[src/rtl/chip8_display_scaler.sv]
// rtl/chip8_display_scaler.sv - chip-8 64x32 VRAM line prefetcher and integer upscaler for a 1280x720 raster
module chip8_display_scaler #(
  parameter int          SCALE        = 16,
  parameter int          SCALE_LOG2   = 4,
  parameter int          X_OFF        = 128,
  parameter int          Y_OFF        = 104,
  parameter int          H_ACTIVE     = 1280,
  parameter int          H_TOTAL      = 1650,
  parameter int          V_TOTAL      = 750,
  parameter logic [23:0] FG_COLOR     = 24'hFFFFFF,
  parameter logic [23:0] BG_COLOR     = 24'h000000,
  parameter logic [23:0] BORDER_COLOR = 24'h202020
) (
  input  logic        clk_in,
  input  logic        rst_in,
  input  logic [10:0] hcount_in,
  input  logic [9:0]  vcount_in,
  input  logic        hsync_in,
  input  logic        vsync_in,
  input  logic        active_draw_in,
  output logic        vram_req_out,
  output logic [7:0]  vram_addr_out,
  input  logic        vram_grant_in,
  input  logic        vram_valid_in,
  input  logic [7:0]  vram_data_in,
  output logic [7:0]  red_out,
  output logic [7:0]  green_out,
  output logic [7:0]  blue_out,
  output logic        hsync_out,
  output logic        vsync_out,
  output logic        active_draw_out,
  output logic        underrun_out
);

  localparam int          HBLANK = H_TOTAL - H_ACTIVE;
  localparam logic [10:0] H_TRIG = 11'(H_ACTIVE);
  localparam logic [10:0] X_LO   = 11'(X_OFF);
  localparam logic [10:0] X_HI   = 11'(X_OFF + 64 * SCALE);
  localparam logic [9:0]  Y_LO   = 10'(Y_OFF);
  localparam logic [9:0]  Y_HI   = 10'(Y_OFF + 32 * SCALE);
  localparam logic [9:0]  V_LAST = 10'(V_TOTAL - 1);

  typedef enum logic [1:0] {S_IDLE, S_REQ, S_WAIT, S_DONE} fetch_state_t;

  fetch_state_t state_q, state_d;
  logic [4:0]   row_q;
  logic [2:0]   idx_q;
  logic         front_sel_q;
  logic [7:0]   line_buf [2][8];
  logic         start_fetch, store, swap, abort;

  logic [9:0]   next_v, nv_off, nv_sh;
  logic         nv_in_win;
  logic [10:0]  hx, hx_sh;
  logic [5:0]   col;
  logic         in_win;

  logic         act1, hs1, vs1, win1, bit1;
  logic [23:0]  pix_q;
  logic         unused_bits;

  assign next_v    = (vcount_in == V_LAST) ? 10'd0 : vcount_in + 10'd1;
  assign nv_in_win = (next_v >= Y_LO) && (next_v < Y_HI);
  assign nv_off    = next_v - Y_LO;
  assign nv_sh     = nv_off >> SCALE_LOG2;

  assign hx     = hcount_in - X_LO;
  assign hx_sh  = hx >> SCALE_LOG2;
  assign col    = hx_sh[5:0];
  assign in_win = (hcount_in >= X_LO) && (hcount_in < X_HI) &&
                  (vcount_in >= Y_LO) && (vcount_in < Y_HI);

  assign unused_bits = &{1'b0, nv_sh[9:5], hx_sh[10:6], HBLANK[0]};

  assign vram_req_out  = (state_q == S_REQ);
  assign vram_addr_out = {row_q, idx_q};

  always_ff @(posedge clk_in or posedge rst_in) begin
    if (rst_in) state_q <= S_IDLE;
    else        state_q <= state_d;
  end

  // Line start wins over everything: a finished fetch is swapped in, an unfinished one is dropped.
  always_comb begin
    state_d     = state_q;
    start_fetch = 1'b0;
    store       = 1'b0;
    swap        = 1'b0;
    abort       = 1'b0;
    if (hcount_in == 11'd0) begin
      if (state_q == S_DONE) begin
        swap    = 1'b1;
        state_d = S_IDLE;
      end else if (state_q == S_REQ || state_q == S_WAIT) begin
        abort   = 1'b1;
        state_d = S_IDLE;
      end
    end else begin
      case (state_q)
        S_IDLE: if (hcount_in == H_TRIG && nv_in_win) begin
          start_fetch = 1'b1;
          state_d     = S_REQ;
        end
        S_REQ:  if (vram_grant_in) state_d = S_WAIT;
        S_WAIT: if (vram_valid_in) begin
          store   = 1'b1;
          state_d = (idx_q == 3'd7) ? S_DONE : S_REQ;
        end
        default: ;
      endcase
    end
  end

  always_ff @(posedge clk_in or posedge rst_in) begin
    if (rst_in) begin
      row_q        <= 5'd0;
      idx_q        <= 3'd0;
      front_sel_q  <= 1'b0;
      underrun_out <= 1'b0;
      for (int i = 0; i < 8; i++) begin
        line_buf[0][i] <= 8'd0;
        line_buf[1][i] <= 8'd0;
      end
    end else begin
      if (start_fetch) begin
        row_q <= nv_sh[4:0];
        idx_q <= 3'd0;
      end
      if (store) begin
        line_buf[~front_sel_q][idx_q] <= vram_data_in;
        if (idx_q != 3'd7) idx_q <= idx_q + 3'd1;
      end
      if (swap)  front_sel_q  <= ~front_sel_q;
      if (abort) underrun_out <= 1'b1;
    end
  end

  // Two-stage pixel pipe; syncs travel alongside so everything lags by exactly two clocks.
  always_ff @(posedge clk_in or posedge rst_in) begin
    if (rst_in) begin
      act1            <= 1'b0;
      hs1             <= 1'b0;
      vs1             <= 1'b0;
      win1            <= 1'b0;
      bit1            <= 1'b0;
      pix_q           <= 24'd0;
      hsync_out       <= 1'b0;
      vsync_out       <= 1'b0;
      active_draw_out <= 1'b0;
    end else begin
      act1 <= active_draw_in;
      hs1  <= hsync_in;
      vs1  <= vsync_in;
      win1 <= in_win;
      bit1 <= line_buf[front_sel_q][col[5:3]][3'd7 - col[2:0]];
      if (!act1)      pix_q <= 24'd0;
      else if (!win1) pix_q <= BORDER_COLOR;
      else            pix_q <= bit1 ? FG_COLOR : BG_COLOR;
      hsync_out       <= hs1;
      vsync_out       <= vs1;
      active_draw_out <= act1;
    end
  end

  assign red_out   = pix_q[23:16];
  assign green_out = pix_q[15:8];
  assign blue_out  = pix_q[7:0];

endmodule

[config.mk]
export PLATFORM = sky130hd
export DESIGN_NAME = chip8_display_scaler
export DESIGN_NICKNAME = d
export VERILOG_FILES = /design/src/rtl/chip8_display_scaler.sv
export SDC_FILE = /design/constraint.sdc
export NUM_CORES = 1
export LEC_CHECK = 0
export CORE_MARGIN = 2
export CORE_UTILIZATION = 26
export CTS_BUF_LIST = sky130_fd_sc_hd__clkbuf_2
export DETAILED_ROUTE_END_ITERATION = 8
export SYNTH_ARGS = -nofsm -noshare
export SYNTH_HDL_FRONTEND = slang
export SYNTH_SLANG_ARGS = --single-unit
[constraint.sdc]
create_clock -name clk_in -period 5.9 [get_ports clk_in]
set_clock_uncertainty 0.15 [all_clocks]
set_input_delay 0.885 -clock clk_in [delete_from_list [all_inputs] [get_ports clk_in]]
set_output_delay 0.885 -clock clk_in [all_outputs]
set_load 0.01 [all_outputs]
==> results.md <==
Outcome:
- The flow ran to the end, and the final reports show no timing, DRC or antenna violations.

Floorplan:
- The count of boundary I/O pins is 73.
- After floorplanning, the core was sized to cover ~29000 um2.
- The area of the die is approximately 30000 um2.
- The chip height is between 150 and 200 um.
- Row generation in the floorplan step produced 62 rows.
- The starting density of the core is 0.263.
- The floorplan step set the die width to ~170 um.

Synth:
- The number of storage elements in the synthesis netlist is 150.
- The post-synthesis share of cell area spent on xor and xnor gates is 0.0116.
- The number of nets handed over by synthesis was 585.
- For this run, the number of Yosys warnings is 0.
- The distinct cell type count of the synthesized netlist is 47.
- The instance count of the mapped netlist is 537.
- The share of the synthesized area in compound gates (AO/OA/AOI/OAI) is 0.0270.
- The post-synthesis async set-or-reset flop share is 1.00.
- The area fraction of the dominant cell type after synthesis is 0.499.
- Of the total synthesized cell area, the portion taken by full adders, half adders and majority gates is 0.0200.
- The average instance in the mapped netlist occupies ~14 um2.
- The combinational family with the most area after synthesis is multiplexers.
- In the synthesized netlist the dominant register cell turns out to be dfrtp_1.
- After synthesis, the cell types taking the most area are dfrtp_1, mux2_2, mux4_2, buf_4, ha_1.
- The post-synth design cell area is ~7500 um2.
- The synthesized-area fraction occupied by and/or/nand/nor cells is 0.0662.
- The cell type with the highest aggregate area in the netlist is dfrtp_1.
- Of the post-synthesis cell area, the part taken by muxes is 0.328.
- The share of the Yosys chip area taken by registers is 0.499.
- The number of synthesized flops with an enable pin is 0.

Global route:
- The via count of the first global-routing pass is 4703.
- The number of antenna violations at the first check in global routing was 1.
- The global-route wire length before repair is 27600 um.
- Across every metal layer, demand over resource in global routing totals 0.119.
- The residual overflow from global routing is 0.
- Entering global routing, the biggest net connects about 120 pins.

Finish:
- Summing all non-filler instances in the final layout gives an area of 8780 um2.
- Of the cells placed in the final design, the portion with a size suffix greater than 1 is 0.362.
- The final net count is between 600 and 700.
- The filler cells instantiated in the layout total 2864.
- The synthesis-to-finish area growth is 16.8%.

Clocking:
- After clock tree synthesis, the clock-pin slew on the worst setup and hold paths is about 0.2 ns.
- The number of instances resized during post-cts repair is 0.
- The number of clock buffers inserted by TritonCTS is 17.
- The buffers inserted during post-CTS setup optimization is 0.
- The clock reaches the later pin of the worst-skew pair after between 0.7 and 0.8 ns.
- The clock tree synthesis step divided the H-tree into 4 levels.
- The number of buffers added to fix hold violations after cts is 0.
- The master cell of the clock root buffer is clkbuf_2.
- The maximum clock insertion buffer count is 2.
- The TritonCTS clock tree is done.
- Clock tree synthesis found a total of 150 sinks.

Detailed routing:
- The average wire length per cell after detail routing is around 17 um.
- The pre-antenna-repair detailed-routing pass consisted of 4 iterations.
- The ratio of routed vias to standard cells is between 4 and 5.
- Wires add up to approximately 17000 um.
- In this run, the number of DRC markers left after iteration 0 of detailed routing was between 300 and 400.
- The final route contains 4553 vias.
- The number of remaining DRC errors is 0.
- The number of nets still failing antenna checks after routing is 0.

Placement:
- The number of port buffers is roughly 70.
- The global placer's final weighted congestion is 0.777.
- Summed over all nets, the half-perimeter wirelength after detailed placement is about 11000 um.
- Once placement finished, the instance area stood at ~8500 um2.

Timing:
- The upper clock frequency limit is roughly 270 MHz.
- The clock period minus worst slack is between 3 and 4 ns.
- The worst relative slew slack is 0.259.
- Setup repair after global routing left no endpoint under its margin.
- The final cycle utilization of the critical path is 0.636.
- Adding up every negative setup slack in the final design gives 0 ns.
- The hold violation count in the final report came to 0.
- Setup violations remaining at the end of the flow were counted as 0.
- The transition time at the pin with the least slew margin is 1.11 ns.
- The count of pins over their slew limit is 0.

Setup path:
- The launch point of the worst path is hcount_in[7].
- The required time of the worst setup path is 6.34 ns.
- The critical path is of the input pin to register type.
- In this run the critical register-to-register path is launched from state_q[0]$_DFFE_PP0P_.
- The endpoint of the worst register-to-register path is line_buf[25]$_DFFE_PP0P_.
- The termination of the worst setup path is bit1$_DFF_PP0_.
- Of all nets on the critical path, the largest fanout is 17.
- The critical path startpoint category is an input pin.
- For the worst flop-to-flop path, the logic depth is 7.
- The worst setup path is captured at a register.
- For the worst setup path, the data arrival time is ~4.2 ns.
- Across all register-to-register paths, the minimum setup slack is approximately 2.8 ns.

Hold path:
- The class of the most critical hold timing path is register to register.

Pwr:
- Summed over all cells, the static leakage comes to around 4 nW.
- Dividing total power by cell area gives a power density of approximately 260 nW/um2.
- The highest ir drop seen on vdd is 0.000119 V.

Flow run:
- Across the run, the number of max-cap violations was 0.
==> critical path: stages <==
cell	delay, ns
clkdlybuf4s50_1	0.46
buf_4	0.22
inv_1	0.07
ha_2	0.71
buf_4	0.42
mux4_2	0.56
mux4_2	0.47
mux2i_1	0.16
nand3b_1	0.09
nand2_1	0.08
a311oi_1	0.04
==> state kept, by name (all words and copies together) (netlist names), 2 cells and up <==
register,count
line_buf,128
idx_q,3
row_q,5
pix_q,2
state_q,2
==> worst min-delay path by stage <==
stage | startpoint | end | cells after the start
floorplan | hs1$_DFF_PP0_ | hsync_out$_DFF_PP0_ | 0
finish | vs1$_DFF_PP0_ | vsync_out$_DFF_PP0_ | 0
global route | vs1$_DFF_PP0_ | vsync_out$_DFF_PP0_ | 0
global placement | vs1$_DFF_PP0_ | vsync_out$_DFF_PP0_ | 0
detailed placement | hs1$_DFF_PP0_ | hsync_out$_DFF_PP0_ | 0
CTS | vs1$_DFF_PP0_ | vsync_out$_DFF_PP0_ | 0
==> report_power, final <==
| part | internal (mW) | total [mW] | switching [mW] |
|---|---|---|---|
| clock | 0.315 | 0.677 | 0.362 |
| combinational | 0.214 | 0.394 | 0.180 |
| sequential | 1.14 | 1.23 | 0.0906 |
| total | 1.67 | 2.30 | 0.632 |
==> layer usage <==
metal	global-route usage	routed length, um	part of all wire
met1	0.158	7590	0.45
met4	0.0319	172	0.010
met5	0	0	0
met3	0.0328	1080	0.063
met2	0.191	8200	0.48
==> synth_stat cells, drive strengths merged, types with 2 or more instances <==
library cell	number
mux2i	8
dfrtp	150
nor3b	2
and2	2
clkbuf	14
nand4	7
inv	16
nor2	15
mux4	40
or3	4
a2111oi	2
nor3	10
and3	4
nor4	2
nand3b	2
mux2	131
a311oi	4
nand2b	9
nand2	18
ha	12
o21ai	10
buf	35
xor2	3
o22ai	2
xnor2	7
or2	2
nor2b	3
nand3	11
==> cell type report <==
class,instances,area (um2),area share
clock buffers,19,95.1,0.0108
inverters,16,65.1,0.00741
well taps,384,480,0.0547
diodes,1,2.50,0.000285
multi-input cells,322,3410,0.388
repair buffers,82,796,0.0906
clock inverters,11,183,0.0208
flip-flops and latches,150,3750,0.427
==> kinds of logic (layout without fill, tap and decap cells) <==
| group | after synthesis | after routing |
|---|---|---|
| XOR/XNOR | 10 | 10 |
| flip-flops | 150 | 150 |
| buffers and inverters | 65 | 128 |
| multiplexers | 179 | 179 |
| AO/OA/AOI/OAI | 28 | 28 |
| adder cells (fa/ha/maj) | 12 | 12 |
| other | 0 | 1 |
| AND/OR/NAND/NOR | 93 | 93 |
==> cell usage in the layout (no fill, tap or decap), types with 3 or more instances in the layout <==
cell | Yosys | layout
dfrtp_1 | 150 | 150
mux2_2 | 128 | 128
clkdlybuf4s50_1 | 0 | 72
mux4_2 | 40 | 40
clkbuf_2 | 1 | 19
nand2_1 | 18 | 18
nor2_1 | 15 | 15
inv_1 | 16 | 15
nand3_1 | 11 | 11
ha_1 | 12 | 11
o21ai_0 | 10 | 10
buf_4 | 25 | 10
nand2b_1 | 9 | 9
mux2i_1 | 8 | 8
nor3_1 | 7 | 7
nand4_1 | 7 | 7
xnor2_1 | 7 | 7
bufinv_16 | 0 | 5
and3_1 | 4 | 4
or3_1 | 4 | 4
a311oi_1 | 4 | 4
nor3_2 | 3 | 3
xor2_1 | 3 | 3
nor2b_1 | 3 | 3
mux2_4 | 3 | 3
==> per-stage QoR <==
step | utilization | setup slack, ns | power [mW] | hold slack (ns) | std cells
2_1_floorplan | - | 0.829 | 1.51 | 0.181 | 537
3_3_place_gp | 0.297 | 1.39 | 1.64 | 0.184 | 954
3_5_place_dp | 0.297 | 1.33 | 1.65 | 0.187 | 954
4_1_cts | 0.307 | 2.15 | 2.33 | 0.232 | 984
5_1_grt | 0.307 | 2.01 | 2.44 | 0.249 | 985
6_report | 0.307 | 2.15 | 2.30 | 0.227 | 985
Power figures use the tool's default switching activity.
==> patch 1: new RTL, same settings <==
The 4 states of `fetch_state_t` get a one-hot encoding in 4 bits.
--- a/src/rtl/chip8_display_scaler.sv
+++ b/src/rtl/chip8_display_scaler.sv
@@ -41,5 +41,5 @@
   localparam logic [9:0]  V_LAST = 10'(V_TOTAL - 1);
 
-  typedef enum logic [1:0] {S_IDLE, S_REQ, S_WAIT, S_DONE} fetch_state_t;
+  typedef enum logic [3:0] {S_IDLE = 4'b0001, S_REQ = 4'b0010, S_WAIT = 4'b0100, S_DONE = 4'b1000} fetch_state_t;
 
   fetch_state_t state_q, state_d;
Check against the original RTL: same outputs for any inputs over 4 cycles, from zero or initial values and one cycle with rst_in high; so few cycles prove little.
==> patch 1 against the original RTL <==
- final cell count is 3.0% higher
- sequential cell count is 2 higher
- critical path type unchanged
- area after synthesis is 3.3% higher
- design area is 2.1% higher
- setup slack better by 0.12 ns
- via count is 4.8% higher
- largest cell class unchanged
- wire length is 5.7% higher
Power is not compared: it rests on default switching activity, and its combinational part moved more than twofold at a synthesized area within 25%.
==> patch 1: results (changes against the original RTL) <==
Crit path capture: bit1
M2 GR Usage: 0.187 (-0.00389)
Initial antenna violation count: 1 (unchanged)
Via count: 4771 (+4.8%)
# resized after CTS: 0 (unchanged)
Async SR Flop Fraction: 1.00 (unchanged)
Pre-antenna DRT Iters: 4 (unchanged)
Slew margin rel.: 0.330 (+0.0710)
Maximum buffer depth of the clock tree: 2 (unchanged)
Status: completed
Total Routing Usage GR: 0.119 (-0.000130)
Hold Path Depth: 0 (unchanged)
Peak supply drop: 0.0000963 V
LEAKAGE: 0.00393 uW
Final Routed Wirelength: 18000 um (+5.7%)
Hold/Removal Path Class: reg2reg
Worst Path Max Fanout: 22 (+5)
Clock Root Buffer: clkbuf_2
Reg clk slew, reported paths: 0.23 ns (+0.03 ns)
Iter 0 DRT Violations: 211 (-31%)
Row count: 63 (+1.6%)
Top cells by count, synth: dfrtp_1 (151), mux2_2 (108), nand2_1 (36)
Library cells used by synthesis: 62 (+32%)
Min-delay src: hs1
Crit. Startpoint: hcount_in[7]
Minimum hold slack: 0.241 ns (+0.0133 ns)
R2r startpoint: state_q[1]
First-pass GRT wire length: 28200 um (+2.3%)
Reg2Reg Depth: 5 (-2)
Crit path max-delay family: buffers and inverters
M3 GR Usage: 0.0286 (-0.00424)
Seq/Total Area, Yosys: 0.490 (-0.00932)
HPWL after DPL: 12100 um (+8.8%)
Worst path arrival time: 4.09 ns (-0.10 ns)
TritonCTS buffer count: 17 (unchanged)
Htree depth: 4 (unchanged)
Synthesis warning total: 0 (unchanged)
Fillers: 2986 (+4.3%)
Ant. Diodes: 0 (-1)
Largest net degree at the start of global routing: 62 (-47%)
Skew-Pair Late Insertion Delay: 0.75 ns (+0.03 ns)
Met2 wire len: 8350 um (+1.8%)
Syn Nets: 614 (+5.0%)
Share of layout cells above drive strength 1: 0.362 (about the same)
Wire length on met3: 836 um (-22%)
Top Metal Used: met4
Slowest stage delay, CP: 0.86 ns (+0.15 ns)
Met1 WL: 8630 um (+14%)
IO buf count: 72 (unchanged)
# Post-CTS Setup Buffers: 0 (unchanged)
Biggest regs: line_buf x128, row_q x5, state_q x4
Hold Path End: hsync_out
Final net count: 655 (+2.8%)
R2R setup slack: 2.82 ns (+0.07 ns)
Number of global-route vias before repair: 4864 (+3.4%)
Top cells by area, synth: dfrtp_1 (49%), mux2_2 (16%), mux4_2 (9.9%)
Worst reg2reg path endpoint: line_buf[105]
Gpl congestion: 0.801 (+3.1%)
GR Layer Usage met1: 0.164 (+0.00645)
patch 1: cell types whose count changed after synthesis, moves of 4 or more:
cell and delta:
a21oi_1 +4, buf_2 +7, ha_1 -5, inv_1 -7
mux2_2 -20, mux2_4 +20, mux2i_1 -4, mux4_2 -6
nand2_1 +18, nand3_1 -4
patch 1: cell type report:
class | count | share of cell area
clock buffer | 17 | 0.00949
clock inverter | 15 | 0.0212
sequential | 152 | 0.425
inverter | 9 | 0.00433
timing repair buffer | 78 | 0.0854
multi-input combinational | 354 | 0.401
tap | 390 | 0.0544
patch 1: cells by family after synthesis:
group / Yosys count / share of synthesized area
AOI/OAI and AO/OA: 42 / 0.0387
xor gates and xnor gates: 15 / 0.0169
adders and majority gates: 7 / 0.0113
buffers and inverters: 65 / 0.0480
DFF: 152 / 0.490
muxes: 170 / 0.308
and+or+nand+nor: 120 / 0.0876
patch 1: worst register-to-register path, delay by kind of cell, from the launching register on:
family,cells,cell delay [ns]
AND/OR/NAND/NOR,4,1.91
flip-flops,1,0.50
multiplexers,1,0.41
patch 1: per-stage QoR:
| stage | power [uW] | instances | utilization | setup slack [ns] | cell area, um^2 |
|---|---|---|---|---|---|
| after floorplan | 1160 | 571 | - | 0.774 | 7770 |
| after global placement | 1230 | 983 | 0.294 | 1.49 | 8690 |
| after detailed placement | 1230 | 983 | 0.294 | 1.49 | 8690 |
| after CTS | 1900 | 1015 | 0.303 | 2.31 | 8970 |
| after global routing | 1960 | 1015 | 0.303 | 2.15 | 8970 |
| final | 1880 | 1015 | 0.303 | 2.27 | 8970 |
patch 1: power by group:
| group | switching [uW] | internal (uW) | total, uW |
|---|---|---|---|
| Sequential | 3.02 | 1050 | 1050 |
| Combinational | 92.2 | 66.3 | 159 |
| Clock | 418 | 247 | 666 |
| Total | 514 | 1360 | 1880 |
==> patch 2: new RTL, same settings <==
Made on the original files. Change the parameter `FG_COLOR` from 24'hFFFFFF to 24'h7FFFFF.
--- a/src/rtl/chip8_display_scaler.sv
+++ b/src/rtl/chip8_display_scaler.sv
@@ -8,5 +8,5 @@
   parameter int          H_TOTAL      = 1650,
   parameter int          V_TOTAL      = 750,
-  parameter logic [23:0] FG_COLOR     = 24'hFFFFFF,
+  parameter logic [23:0] FG_COLOR     = 24'h7FFFFF,
   parameter logic [23:0] BG_COLOR     = 24'h000000,
   parameter logic [23:0] BORDER_COLOR = 24'h202020
Formal check against the unedited RTL: same outputs for any inputs over 4 cycles, from zero or initial values and one cycle with rst_in high; that may be too few to reach the edited logic, so the function may still have changed.
==> patch 2 against the original RTL <==
- die area up 0.85%
- power down 4.8%
- fmax down 0.80%
- global-route usage about the same
- sequential cell count unchanged
- area after synthesis up 0.87%
- wire length up 4.4%
- design area unchanged
- setup slack worse by 0.030 ns
- largest power group unchanged
==> patch 2: results (changes against the original RTL) <==
Max stage delay cell, worst path: mux4_2
Share of layout cells above drive strength 1: 0.374 (+0.0125)
Top cells by area, synth: dfrtp_1 (49%), mux2_2 (19%), mux4_2 (12%)
R2r startpoint: front_sel_q
Status: completed
R2R setup slack: 2.71 ns (-0.04 ns)
Hold/Removal Path Class: reg2reg
Most used DFF post-synth: dfrtp_1
Worst reg2reg path endpoint: bit1
Syn Std Cell Area: 7580 um^2 (+0.87%)
Slew margin rel.: 0.291 (+0.0318)
Area Overhead vs Synth: 15.8%
Final net count: 639 (+0.31%)
LEAKAGE: 0.00398 uW (+0.98%)
Combinational power: 396 uW
Slowest stage delay, CP: 0.59 ns (-0.12 ns)
Iter 0 DRT Violations: 290 (-5.8%)
Final Routed Wirelength: 17800 um (+4.4%)
Flop pwr share: 0.558 (+0.024)
Peak supply drop: 0.0000911 V (-23%)
Sw frac: 0.294 (+0.0195)
Library cells used by synthesis: 59 (+26%)
Reg2Reg Depth: 5 (-2)
Syn Nets: 588 (+0.51%)
Via count: 4627 (+1.6%)
Worst Path Max Fanout: 32 (+15)
Pre-antenna DRT Iters: 6 (+2)
Dpl cells: 956 (+0.21%)
Setup TNS: 0 ns (unchanged)
Reg clk slew, reported paths: 0.22 ns (+0.02 ns)
Ant. Diodes: 0 (-1)
Top cells by count, synth: dfrtp_1 (150), mux2_2 (131), mux4_2 (42)
HPWL after DPL: 11400 um (+3.1%)
Post-Place Worst Slack: 1.38 ns (+0.0465 ns)
Min-delay src: hs1
Post-Syn Instances: 540 (+0.56%)
Minimum hold slack: 0.187 ns (-0.0404 ns)
Gpl congestion: 0.787 (+1.3%)
IO buf count: 71 (-1.4%)
Largest net degree at the start of global routing: 74 (-36%)
Hold Path End: hsync_out
Routed vias/inst: 4.68 (+1.3%)
Pwr Total: 2190 uW (-4.8%)
First-pass GRT wire length: 27600 um (+0.10%)
Fillers: 2904 (+1.4%)
Initial antenna violation count: 0 (-1)
DP Area: 8560 um^2 (+0.62%)
==> patch 2: changes by cell type after synthesis, moves of 4 or more <==
cell      unedited run  this run
buf_2                5         9
mux2i_1              8         3
nand4_1              7         2
nand3_1             11        18
nor2_1              15        10
nand2b_1             9         1
a21oi_1              1         8
==> patch 2: cell type report <==
cell class / count / share of cell area
flip-flops and latches: 150 / 0.427
multi-input cells: 327 / 0.396
repair buffers: 80 / 0.0886
well taps: 384 / 0.0547
clock inverters: 12 / 0.0145
clock buffers: 20 / 0.0114
inverters: 15 / 0.00698
==> patch 2: layer usage <==
metal | wire, um | global-route usage | vias to the layer above
met2 | 7790 | 0.176 | 117
met1 | 8870 | 0.172 | 2402
met4 | 281 | 0.0319 | 0
met3 | 846 | 0.0313 | 14
met5 | 0 | 0 | -
li1 | - | - | 2094
==> patch 2: cell families after synthesis <==
logic type | Yosys count | share of synthesized area
xor gates and xnor gates | 8 | 0.00924
other | 1 | 0.000494
AOI/OAI and AO/OA | 43 | 0.0389
buffers and inverters | 63 | 0.0465
DFF | 150 | 0.495
adders and majority gates | 12 | 0.0198
and+or+nand+nor | 86 | 0.0655
muxes | 177 | 0.325
==> patch 2: worst max path at each step <==
stage | from | endpoint | slack (ns) | cells after the start
3_5_place_dp | hcount_in[7] | bit1 | 1.38 | 10
5_1_grt | hcount_in[7] | bit1 | 2.04 | 10
3_3_place_gp | hcount_in[7] | bit1 | 1.41 | 10
6_report | hcount_in[7] | bit1 | 2.12 | 10
2_1_floorplan | rst_in | act1 | 0.83 | 1
4_1_cts | hcount_in[7] | bit1 | 2.16 | 10
==> patch 2: critical path, delay by kind of cell <==
family                   cells  cell delay [ns]
multiplexers                 4             1.71
adder cells (fa/ha/maj)      1             0.31
buffers and inverters        5             1.33
